<file path="src/rtl/msx_bus_sequencer.sv">
// Turns single-word bus commands into timed MSX slot cycles (T1/T2/[Tw]/T3/DONE); latency 3*TSTATE_DIV+1 clk plus TSTATE_DIV per wait state.
// cmd_ready is high only in IDLE, so a source must hold cmd_valid until accepted. Optional wait timeout: MSX_WAIT_TIMEOUT_EN.
module msx_bus_sequencer #(
    parameter int TSTATE_DIV = 16,
    parameter int WAIT_MAX   = 255
) (
    input  logic        clk,
    input  logic        nreset,
    input  logic        cmd_valid,
    output logic        cmd_ready,
    input  logic [2:0]  cmd_type,
    input  logic [15:0] cmd_addr,
    input  logic [7:0]  cmd_wdata,
    input  logic        cmd_slot,
    output logic        rsp_valid,
    output logic [7:0]  rsp_rdata,
    output logic        rsp_err,
    output logic [15:0] address,
    output logic [7:0]  data_out,
    output logic        data_oe,
    input  logic [7:0]  data_in,
    output logic        rd,
    output logic        wr,
    output logic        iorq,
    output logic        merq,
    output logic        sltsl,
    output logic        m1,
    output logic        rfsh,
    input  logic        nwait,
    output logic        msx_clk
);

    localparam int CW = (TSTATE_DIV > 2) ? $clog2(TSTATE_DIV) : 1;

    if (TSTATE_DIV < 4 || (TSTATE_DIV % 2) != 0 || WAIT_MAX < 1) begin : g_bad_param
        $error("msx_bus_sequencer: TSTATE_DIV must be even and >= 4, WAIT_MAX >= 1");
    end

    typedef enum logic [2:0] {
        S_IDLE,
        S_T1,
        S_T2,
        S_TW,
        S_T3,
        S_DONE
    } state_t;

    localparam logic [2:0] CT_MRD  = 3'b000;
    localparam logic [2:0] CT_MWR  = 3'b001;
    localparam logic [2:0] CT_IORD = 3'b010;
    localparam logic [2:0] CT_IOWR = 3'b011;
    localparam logic [2:0] CT_M1   = 3'b100;
    localparam logic [2:0] CT_RFSH = 3'b101;

    function automatic logic [2:0] f_norm(input logic [2:0] t);
        return (t[2] && t[1]) ? CT_MRD : t;
    endfunction

    function automatic logic f_is_rd(input logic [2:0] t);
        return (t == CT_MRD) || (t == CT_IORD) || (t == CT_M1);
    endfunction

    function automatic logic f_is_wr(input logic [2:0] t);
        return (t == CT_MWR) || (t == CT_IOWR);
    endfunction

    function automatic logic f_is_io(input logic [2:0] t);
        return (t == CT_IORD) || (t == CT_IOWR);
    endfunction

    function automatic logic f_is_slt(input logic [2:0] t);
        return (t == CT_MRD) || (t == CT_MWR) || (t == CT_M1);
    endfunction

    state_t      state_q, state_d;
    logic [CW-1:0] count_q, count_d;
    logic [2:0]  type_q, type_d;
    logic        slot_q, slot_d;
    logic [15:0] address_q, address_d;
    logic [7:0]  data_out_q, data_out_d;
    logic        data_oe_q, data_oe_d;
    logic        rd_q, rd_d, wr_q, wr_d, iorq_q, iorq_d, merq_q, merq_d;
    logic        sltsl_q, sltsl_d, m1_q, m1_d, rfsh_q, rfsh_d;
    logic        rsp_valid_q, rsp_valid_d;
    logic [7:0]  rsp_rdata_q, rsp_rdata_d;
    logic        msx_clk_q, msx_clk_d;
    logic        accept, tick, in_cyc, in_bus, tmo;

`ifdef MSX_WAIT_TIMEOUT_EN
    localparam int WW = $clog2(WAIT_MAX + 1) > 0 ? $clog2(WAIT_MAX + 1) : 1;
    logic [WW-1:0] wait_cnt_q, wait_cnt_d;
    logic          tmo_q, tmo_d;
    logic          rsp_err_q, rsp_err_d;
    assign tmo     = tmo_q;
    assign rsp_err = rsp_err_q;
`else
    assign tmo     = 1'b0;
    assign rsp_err = 1'b0;
`endif

    assign accept = cmd_valid && (state_q == S_IDLE);
    assign tick   = (count_q == CW'(TSTATE_DIV - 1));

    always_comb begin
        state_d     = state_q;
        type_d      = type_q;
        slot_d      = slot_q;
        address_d   = address_q;
        data_out_d  = data_out_q;
        rsp_rdata_d = rsp_rdata_q;
`ifdef MSX_WAIT_TIMEOUT_EN
        wait_cnt_d  = wait_cnt_q;
        tmo_d       = tmo_q;
        rsp_err_d   = rsp_err_q;
`endif
        // Restarting the divider on accept makes T1 exactly one T-state long.
        if (accept || tick) begin
            count_d = '0;
        end else begin
            count_d = count_q + CW'(1);
        end

        if (accept) begin
            type_d    = f_norm(cmd_type);
            slot_d    = cmd_slot;
            address_d = cmd_addr;
            if (f_is_wr(f_norm(cmd_type))) begin
                data_out_d = cmd_wdata;
            end
        end

        case (state_q)
            S_IDLE: begin
                if (accept) state_d = S_T1;
            end
            S_T1: begin
                if (tick) begin
                    state_d = S_T2;
`ifdef MSX_WAIT_TIMEOUT_EN
                    wait_cnt_d = '0;
                    tmo_d      = 1'b0;
`endif
                end
            end
            S_T2: begin
                // Refresh never waits; IO always takes one mandatory Tw.
                if (tick) begin
                    if (type_q == CT_RFSH) begin
                        state_d = S_T3;
                    end else if (f_is_io(type_q) || !nwait) begin
                        state_d = S_TW;
                    end else begin
                        state_d = S_T3;
                    end
                end
            end
            S_TW: begin
                if (tick) begin
`ifdef MSX_WAIT_TIMEOUT_EN
                    wait_cnt_d = wait_cnt_q + WW'(1);
                    if (nwait) begin
                        state_d = S_T3;
                    end else if (wait_cnt_q == WW'(WAIT_MAX - 1)) begin
                        state_d = S_T3;
                        tmo_d   = 1'b1;
                    end
`else
                    if (nwait) state_d = S_T3;
`endif
                end
            end
            S_T3: begin
                if (tick) begin
                    state_d = S_DONE;
                    if (tmo) begin
                        rsp_rdata_d = 8'hFF;
                    end else if (f_is_rd(type_q)) begin
                        rsp_rdata_d = data_in;
                    end else begin
                        rsp_rdata_d = 8'h00;
                    end
`ifdef MSX_WAIT_TIMEOUT_EN
                    rsp_err_d = tmo_q;
`endif
                end
            end
            S_DONE: begin
                state_d = S_IDLE;
            end
            default: begin
                state_d = S_IDLE;
            end
        endcase

        // Outputs are decoded from the next state so every strobe is a flop aligned to a T-state edge.
        in_cyc      = (state_d == S_T1) || (state_d == S_T2) || (state_d == S_TW) || (state_d == S_T3);
        in_bus      = (state_d == S_T2) || (state_d == S_TW) || (state_d == S_T3);
        m1_d        = !(in_cyc && (type_d == CT_M1));
        rfsh_d      = !(in_cyc && (type_d == CT_RFSH));
        sltsl_d     = !(in_cyc && f_is_slt(type_d) && slot_d);
        data_oe_d   = in_cyc && f_is_wr(type_d);
        merq_d      = !(in_bus && !f_is_io(type_d));
        iorq_d      = !(in_bus && f_is_io(type_d));
        rd_d        = !(in_bus && f_is_rd(type_d));
        wr_d        = !(in_bus && f_is_wr(type_d));
        rsp_valid_d = (state_d == S_DONE);
        msx_clk_d   = (count_d < CW'(TSTATE_DIV / 2));
    end

    always_ff @(posedge clk or negedge nreset) begin
        if (!nreset) begin
            state_q     <= S_IDLE;
            count_q     <= '0;
            type_q      <= CT_MRD;
            slot_q      <= 1'b0;
            address_q   <= '0;
            data_out_q  <= '0;
            data_oe_q   <= 1'b0;
            rd_q        <= 1'b1;
            wr_q        <= 1'b1;
            iorq_q      <= 1'b1;
            merq_q      <= 1'b1;
            sltsl_q     <= 1'b1;
            m1_q        <= 1'b1;
            rfsh_q      <= 1'b1;
            rsp_valid_q <= 1'b0;
            rsp_rdata_q <= '0;
            msx_clk_q   <= 1'b0;
        end else begin
            state_q     <= state_d;
            count_q     <= count_d;
            type_q      <= type_d;
            slot_q      <= slot_d;
            address_q   <= address_d;
            data_out_q  <= data_out_d;
            data_oe_q   <= data_oe_d;
            rd_q        <= rd_d;
            wr_q        <= wr_d;
            iorq_q      <= iorq_d;
            merq_q      <= merq_d;
            sltsl_q     <= sltsl_d;
            m1_q        <= m1_d;
            rfsh_q      <= rfsh_d;
            rsp_valid_q <= rsp_valid_d;
            rsp_rdata_q <= rsp_rdata_d;
            msx_clk_q   <= msx_clk_d;
        end
    end

`ifdef MSX_WAIT_TIMEOUT_EN
    always_ff @(posedge clk or negedge nreset) begin
        if (!nreset) begin
            wait_cnt_q <= '0;
            tmo_q      <= 1'b0;
            rsp_err_q  <= 1'b0;
        end else begin
            wait_cnt_q <= wait_cnt_d;
            tmo_q      <= tmo_d;
            rsp_err_q  <= rsp_err_d;
        end
    end
`endif

    assign cmd_ready = (state_q == S_IDLE);
    assign rsp_valid = rsp_valid_q;
    assign rsp_rdata = rsp_rdata_q;
    assign address   = address_q;
    assign data_out  = data_out_q;
    assign data_oe   = data_oe_q;
    assign rd        = rd_q;
    assign wr        = wr_q;
    assign iorq      = iorq_q;
    assign merq      = merq_q;
    assign sltsl     = sltsl_q;
    assign m1        = m1_q;
    assign rfsh      = rfsh_q;
    assign msx_clk   = msx_clk_q;

endmodule

</file>
<file path="config.mk">
export PLATFORM = sky130hd
export DESIGN_NAME = msx_bus_sequencer
export DESIGN_NICKNAME = d
export VERILOG_FILES = /design/src/rtl/msx_bus_sequencer.sv
export SDC_FILE = /design/constraint.sdc
export NUM_CORES = 1
export LEC_CHECK = 0
export ABC_AREA = 1
export BUFFER_PORTS_ARGS = -buffer_cell sky130_fd_sc_hd__buf_2
export CAP_MARGIN = 20
export CORE_UTILIZATION = 52
export DETAILED_ROUTE_END_ITERATION = 6
export GPL_TIMING_DRIVEN = 0
export PLACE_DENSITY = 0.83
export SYNTH_ARGS = -nofsm -noshare
export SYNTH_HDL_FRONTEND = slang
export SYNTH_SLANG_ARGS = --single-unit
</file>
<file path="constraint.sdc">
create_clock -name clk -period 2.63 [get_ports clk]
set_input_delay 0.3945 -clock clk [delete_from_list [all_inputs] [get_ports clk]]
set_output_delay 0.3945 -clock clk [all_outputs]
set_load 0.05 [all_outputs]
</file>
==> summary.md, run 1 <==
| Metric | Value |
|---|---|
| Status | finished, final reports clean |
| Setup ws final | 0.9177 ns |
| Tmin final | 1.712 ns |
| Count leader, synth | nand2_1 |
| Nets | approximately 370 |
| Fmax | a little under 600 MHz |
| Clock power share | 0.118 |
| Synth top cells by count | nand2_1, dfrtp_1, nand3_1 |
| Largest net degree at the start of global routing | 28 |
| Initial antenna violation count | 0 |
| Ports | 84 |
| Post-synthesis sequential area ratio | 0.5840 |
| Yosys top cell area share | 0.5036 |
| Total core area | a little over 4000 sq um |
| Drt total wl | 4.659 mm |
| MaxCap Viol Count | 0 |
| Post-synthesis register bit count | 53 |
| TritonRoute pass-1 iters | 4 |
| Critical path class | reg2reg |
| CTS tree | yes |
| CP max FO | 5 |
| Post-synth cell types | 29 |
| Total gr overflow | 0 |
| Root Buffer | clkbuf_8 |
| Startpoint types | flip-flop |
| Pwr Density | 1318 nW/um^2 |
| Crit share post-route | 0.6511 |
| Site row count | 23 |
| CP arrival | approximately 1.9 ns |
| DR WL/cell | 12.42 um |
| Die Width | 68.30 um |
| Post-synth top area cell | dfrtp_1 |
| Final GP Congestion | between 0.8 and 0.9 |
| Avg Inst Size Synth | between 9 and 10 sq um |
| Combinational fraction of design power | 0.531 |
| Final TNS setup | 0 ns |
| Vias | 1,820 |
| Rel. slew slack | 0.5616 |
| RSZ-0062 raised after global routing | false |
| Post-synth ARST share | 1.000 |
| Net Sw Power | 1.908 mW |
| Final HPWL DP | ~3.5 mm |
| Clk slew on worst S/H paths | 0.09 ns |
| Post-cts sizing count | 0 |
| EDFF count, synth | 0 |
| Clk_skew | 0.008942 ns |
| Hold_ws | between 0.09 and 0.1 ns |
| Die Y-Extent | 68.30 um |
| Pleak | 1.510 nW |
| Worst-Margin Slew | 0.6576 ns |
| Hold-fix buffers, CTS | 0 |
| Dominant cells by area after synthesis | dfrtp_1, nand2_1, dfstp_2, mux2_4, nand3_1 |
| Final std cells w/o fill | 375 |
| Synthesized net count | 275 |
| Clock H-tree levels | 2 |
| Most used DFF post-synth | dfrtp_1 |
| Pins over their slew limit | 0 |
| Setup WS pre-CTS | 0.9534 ns |
| CTS max path bufs | 2 |
| Placed cells | 367 |
| Class of the worst hold path | in2async |
| Sw frac | 0.5053 |
| Peak VDD IR | 0.6831 mV |
| First-pass GRT wire length | 7.107 mm |
| Final hold vios | 0 |
| Diode count | 0 |
| Drt via density | 4.853 |
| Postcts setup bufs | 0 |
| Syn Inst Count | 234 |
| DRC | 0 |
| Post-Syn Area | between 2000 and 2500 sq um |
| Vias in the first global route | between 1,500 and 2,000 |
| Starting Density | 0.5555 |
| Initial DRC Count | 90 |
| Detail Route Antenna Nets | 0 |
| Total power | 3.776 mW |
| Synth Warn # | 0 |
| Setup violators final | 0 |
| Area grow syn2layout | 25.34% |
| Port Buf Inserts | 82 |
| CTS buffer count | 5 |
| Layout cells sized above 1 | 0.4000 |
| Worst skew pair latency | 0.30 ns |
| Clock net sink count | 53 |
| GRT Util Overall | 0.2107 |
| DIE AREA | 4665 sq um |
| R2R depth | 10 |
| P_int | around 1.9 mW |
| Reg power frac | 0.351 |
| Worst setup EP type | flip-flop |
| Req. time, crit path | roughly 2.9 ns |
[cells by family (layout without fill, tap and decap cells)]
kind of cell / Yosys count / after routing / share of synthesized area
mux: 8 / 8 / 0.05255
other cells: 1 / 1 / 0.001640
simple gates: 122 / 122 / 0.2480
flops: 53 / 53 / 0.5840
buf+inv: 28 / 119 / 0.05473
fa+ha+maj: 1 / 1 / 0.005473
xor+xnor: 1 / 1 / 0.003832
compound gates: 20 / 20 / 0.04981
[cell type report]
| class | count | area, sq um |
|---|---|---|
| clock buffers | 6 | 72.57 |
| flip-flops and latches | 53 | 1335 |
| repair buffers | 83 | 430.4 |
| plain buffers | 6 | 42.54 |
| fillers | 338 | 1250 |
| well taps | 50 | 62.56 |
| multi-input cells | 153 | 825.8 |
| clock inverters | 2 | 13.76 |
| inverters | 22 | 82.58 |
[cells in the final DEF (no fill, tap or decap), types with 4 or more instances in the layout]
master,count
inv_2,7
nand3_1,20
buf_2,86
dfstp_2,7
nor3_1,5
o21ai_0,10
nor2_1,4
dfrtp_1,46
clkbuf_8,5
mux2_4,8
a21oi_1,4
inv_1,15
o21ai_1,4
nand2_1,81
[power by group through the flow]
stage,registers [mW],clock network [mW],logic [mW]
final,1.32,0.447,2.00
after global placement,1.32,0,1.96
after CTS,1.32,0.471,2.02
after floorplan,2.12,0,0.766
after detailed placement,1.33,0,2.01
after global routing,1.36,0.499,2.16
[layer usage]
layer / global-route usage / wire length (um) / vias up
met1: 0.2505 / 2044 / 852
met5: 0 / 0 / -
met3: 0.05667 / 203 / 6
met2: 0.3615 / 2349 / 45
li1: - / - / 917
met4: 0.07813 / 61 / 0
[critical path, cell delays in order, from the launching register on]
cell     delay (ns)
dfrtp_1        0.39
ha_1           0.22
nand3_2        0.14
inv_2          0.12
nand2_1        0.05
nand2_1        0.09
nand3_1        0.10
nor2_2         0.17
nand3_2        0.10
nand2_1        0.15
nand3_1        0.09
[path summary, 6_finish.rpt]
check	from	end	slack [ns]
max in group asynchronous	nreset	m1$_DFF_PN1_	1.91
worst min register to register	address[12]$_DFFE_PN0P_	address[12]$_DFFE_PN0P_	0.47
worst max-delay path	count_q[0]$_DFF_PN0_	iorq$_DFF_PN1_	0.92
worst max register to register	count_q[0]$_DFF_PN0_	iorq$_DFF_PN1_	0.92
min in group clk	cmd_addr[3]	address[3]$_DFFE_PN0P_	0.28
worst min-delay path	nreset	address[10]$_DFFE_PN0P_	0.09
[flip-flops by register name, indices dropped and copies added, names as in the netlist, 3 cells and up]
register and count:
state_q 3, type_q 3, data_out 8, count_q 4
address 16, rsp_rdata 8
[stage by stage]
step                        util  instance area, sq um
after floorplan                -                  2286
after global placement    0.6704                  2759
after detailed placement  0.6753                  2779
after CTS                 0.6963                  2865
after global routing      0.6963                  2865
final                     0.6963                  2865
Note: power is estimated with default switching activity, not from simulation.
==> run 2, diff against run 1 <==
--- a/config.mk
+++ b/config.mk
@@ -8,10 +8,10 @@
 export ABC_AREA = 1
 export BUFFER_PORTS_ARGS = -buffer_cell sky130_fd_sc_hd__buf_2
 export CAP_MARGIN = 20
-export CORE_UTILIZATION = 52
+export CORE_UTILIZATION = 44
 export DETAILED_ROUTE_END_ITERATION = 6
 export GPL_TIMING_DRIVEN = 0
-export PLACE_DENSITY = 0.83
+export PLACE_DENSITY = 0.75
 export SYNTH_ARGS = -nofsm -noshare
 export SYNTH_HDL_FRONTEND = slang
 export SYNTH_SLANG_ARGS = --single-unit
==> constraint.sdc (replaced) <==
create_clock -name clk -period 1.5 [get_ports clk]
set_input_delay 0.225 -clock clk [delete_from_list [all_inputs] [get_ports clk]]
set_output_delay 0.225 -clock clk [all_outputs]
set_load 0.05 [all_outputs]
==> run 2 against run 1 <==
Compared with the run above: the run now ends with setup timing left; non-clock buffer count up 15; cell count up 8.5%; first-iteration DRC count up 2.2%; routed wire length up 11%; critical endpoint is now sltsl$_DFF_PN1_.
==> summary.md, run 2 (synthesis results as in run 1) <==
| Metric | Value |
|---|---|
| Status | finished, violations left |
| Failing checks | setup timing |
| Critical path class | reg2reg |
| Initial DRC Count | 92 |
| Final TNS setup | -0.2791 ns |
| RSZ-0062 raised after global routing | true |
| Clk_skew | 0.006889 ns |
| Peak VDD IR | 1.094 mV |
| DR WL/cell | approximately 13 um |
| GRT Util Overall | 0.1920 |
| TritonRoute pass-1 iters | 4 |
| Final HPWL DP | ~3.4 mm |
| Total gr overflow | 0 |
| Clock net sink count | 53 |
| Worst-Margin Slew | roughly 0.65 ns |
| R2R setup slack | -0.04 ns |
| Hold Path End | address[13]$_DFFE_PN0P_ |
| Clk slew on worst S/H paths | about 0.090 ns |
| Die Y-Extent | 74.08 um |
| Detail Route Antenna Nets | 0 |
| Worst Hold Depth | 3 |
| Diode count | 0 |
| Drt via density | 4.754 |
| CTS buffer count | 5 |
| Final hold vios | 0 |
| Tmin final | 1.542 ns |
| Port Buf Inserts | 82 |
| Dpl cell area | approximately 2800 sq um |
| R2R Path Start | state_q[2]$_DFF_PN0_ |
| Rel. slew slack | 0.5684 |
| Pleak | approximately 1.6 nW |
| CP max FO | 7 |
| Hold path start | cmd_addr[13] |
| Setup violators final | 14 |
| Layout cells sized above 1 | 0.4676 |
| CP arrival | around 1.8 ns |
| Pwr Density | 2337 nW/um^2 |
| Most common cell after layout, fill and taps aside | buf_2 |
| CTS max path bufs | 2 |
| Vias in the first global route | 1,815 |
| Setup ws final | -0.04197 ns |
| Fmax | 648.5 MHz |
| Worst setup EP type | flip-flop |
| Hold_ws | 0.1145 ns |
| DRC | 0 |
| Pins over their slew limit | 0 |
| Class of the worst hold path | in2reg |
| Area grow syn2layout | 37.27% |
| Total core area | 4848 sq um |
| Drt total wl | 5.155 mm |
| Vias | 1,935 |
| Clock H-tree levels | 2 |
| MaxCap Viol Count | 0 |
| Placed cells | approximately 380 |
| Final GP Congestion | 0.7748 |
| Req. time, crit path | between 1.5 and 2 ns |
| First-pass GRT wire length | 8.004 mm |
| DIE AREA | 5488 sq um |
| Die Width | 74.08 um |
| Starting Density | 0.4715 |
| Ports | 84 |
| Initial antenna violation count | 0 |
| Max reg flops | 16 |
| CTS tree | yes |
| Nets | 380 |
| Largest net degree at the start of global routing | 29 |
| Crit share post-route | 1.028 |
| Root Buffer | clkbuf_8 |
| Worst skew pair latency | 0.31 ns |
| Startpoint types | flip-flop |
| Most frequent cells in the layout | buf_2, nand2_1, dfrtp_1 |
| Worst R2R End | sltsl$_DFF_PN1_ |
| Final std cells w/o fill | 407 |
| Final Cell Area | between 3000 and 4000 sq um |
| R2R depth | 9 |
| Site row count | 25 |
run 2: worst max-delay path by stage:
| stage | start | endpoint | slack [ns] | depth (start not counted) |
|---|---|---|---|---|
| 2_1_floorplan | count_q[0]$_DFF_PN0_ | iorq$_DFF_PN1_ | 0.02 | 9 |
| 3_3_place_gp | count_q[0]$_DFF_PN0_ | iorq$_DFF_PN1_ | -0.15 | 8 |
| 3_5_place_dp | count_q[0]$_DFF_PN0_ | iorq$_DFF_PN1_ | -0.19 | 8 |
| 4_1_cts | count_q[1]$_DFF_PN0_ | iorq$_DFF_PN1_ | -0.05 | 10 |
| 5_1_grt | state_q[1]$_DFF_PN0_ | sltsl$_DFF_PN1_ | -0.12 | 9 |
| 6_report | state_q[2]$_DFF_PN0_ | sltsl$_DFF_PN1_ | -0.04 | 9 |
run 2: layout make-up:
type                            count  area (sq um)
Multi-Input combinational cell    153         925.9
Clock buffer                        6         72.57
Fill cell                         400          1710
Tap cell                           67         83.83
Sequential cell                    53          1336
Inverter                           22         85.08
Buffer                              6         47.55
Timing Repair Buffer               98         548.0
Clock inverter                      2         38.79
run 2: timing repair:
item,CTS,global route
cloned,0,0
buffers inserted,11,3
endpoints found under the setup margin,23,28
pin swaps,6,3
endpoints found under the hold margin,18,0
hold buffers,1,0
resized for setup,12,17
run 2: stage by stage:
step	worst slack [ns]	util	power [mW]
global route	-0.1186	0.6472	7.796
finish	-0.04197	0.6472	7.333
global placement	-0.1529	0.5734	5.772
floorplan	0.01771	-	5.064
CTS	-0.04963	0.6305	7.162
detailed placement	-0.1850	0.5775	5.872
run 2: per-layer routing:
metal | share of wire | routed length [um] | global-route usage
met4 | 0.013 | 68 | 0.05556
met1 | 0.42 | 2179 | 0.2348
met3 | 0.057 | 296 | 0.04472
met5 | 0 | 0 | 0
met2 | 0.51 | 2610 | 0.3384
run 2: power breakdown:
| group | switching (mW) | internal (mW) |
|---|---|---|
| Combinational | 2.81 | 1.22 |
| Sequential | 0.325 | 2.01 |
| Clock | 0.455 | 0.501 |
| Total | 3.59 | 3.74 |
run 2: critical path: stages (launching register included):
cell,delay [ns]
dfrtp_1,0.42
inv_2,0.08
nand2_4,0.10
nor2_8,0.05
buf_8,0.12
buf_4,0.15
o21ai_4,0.23
inv_2,0.09
a21oi_1,0.17
nand2_1,0.07
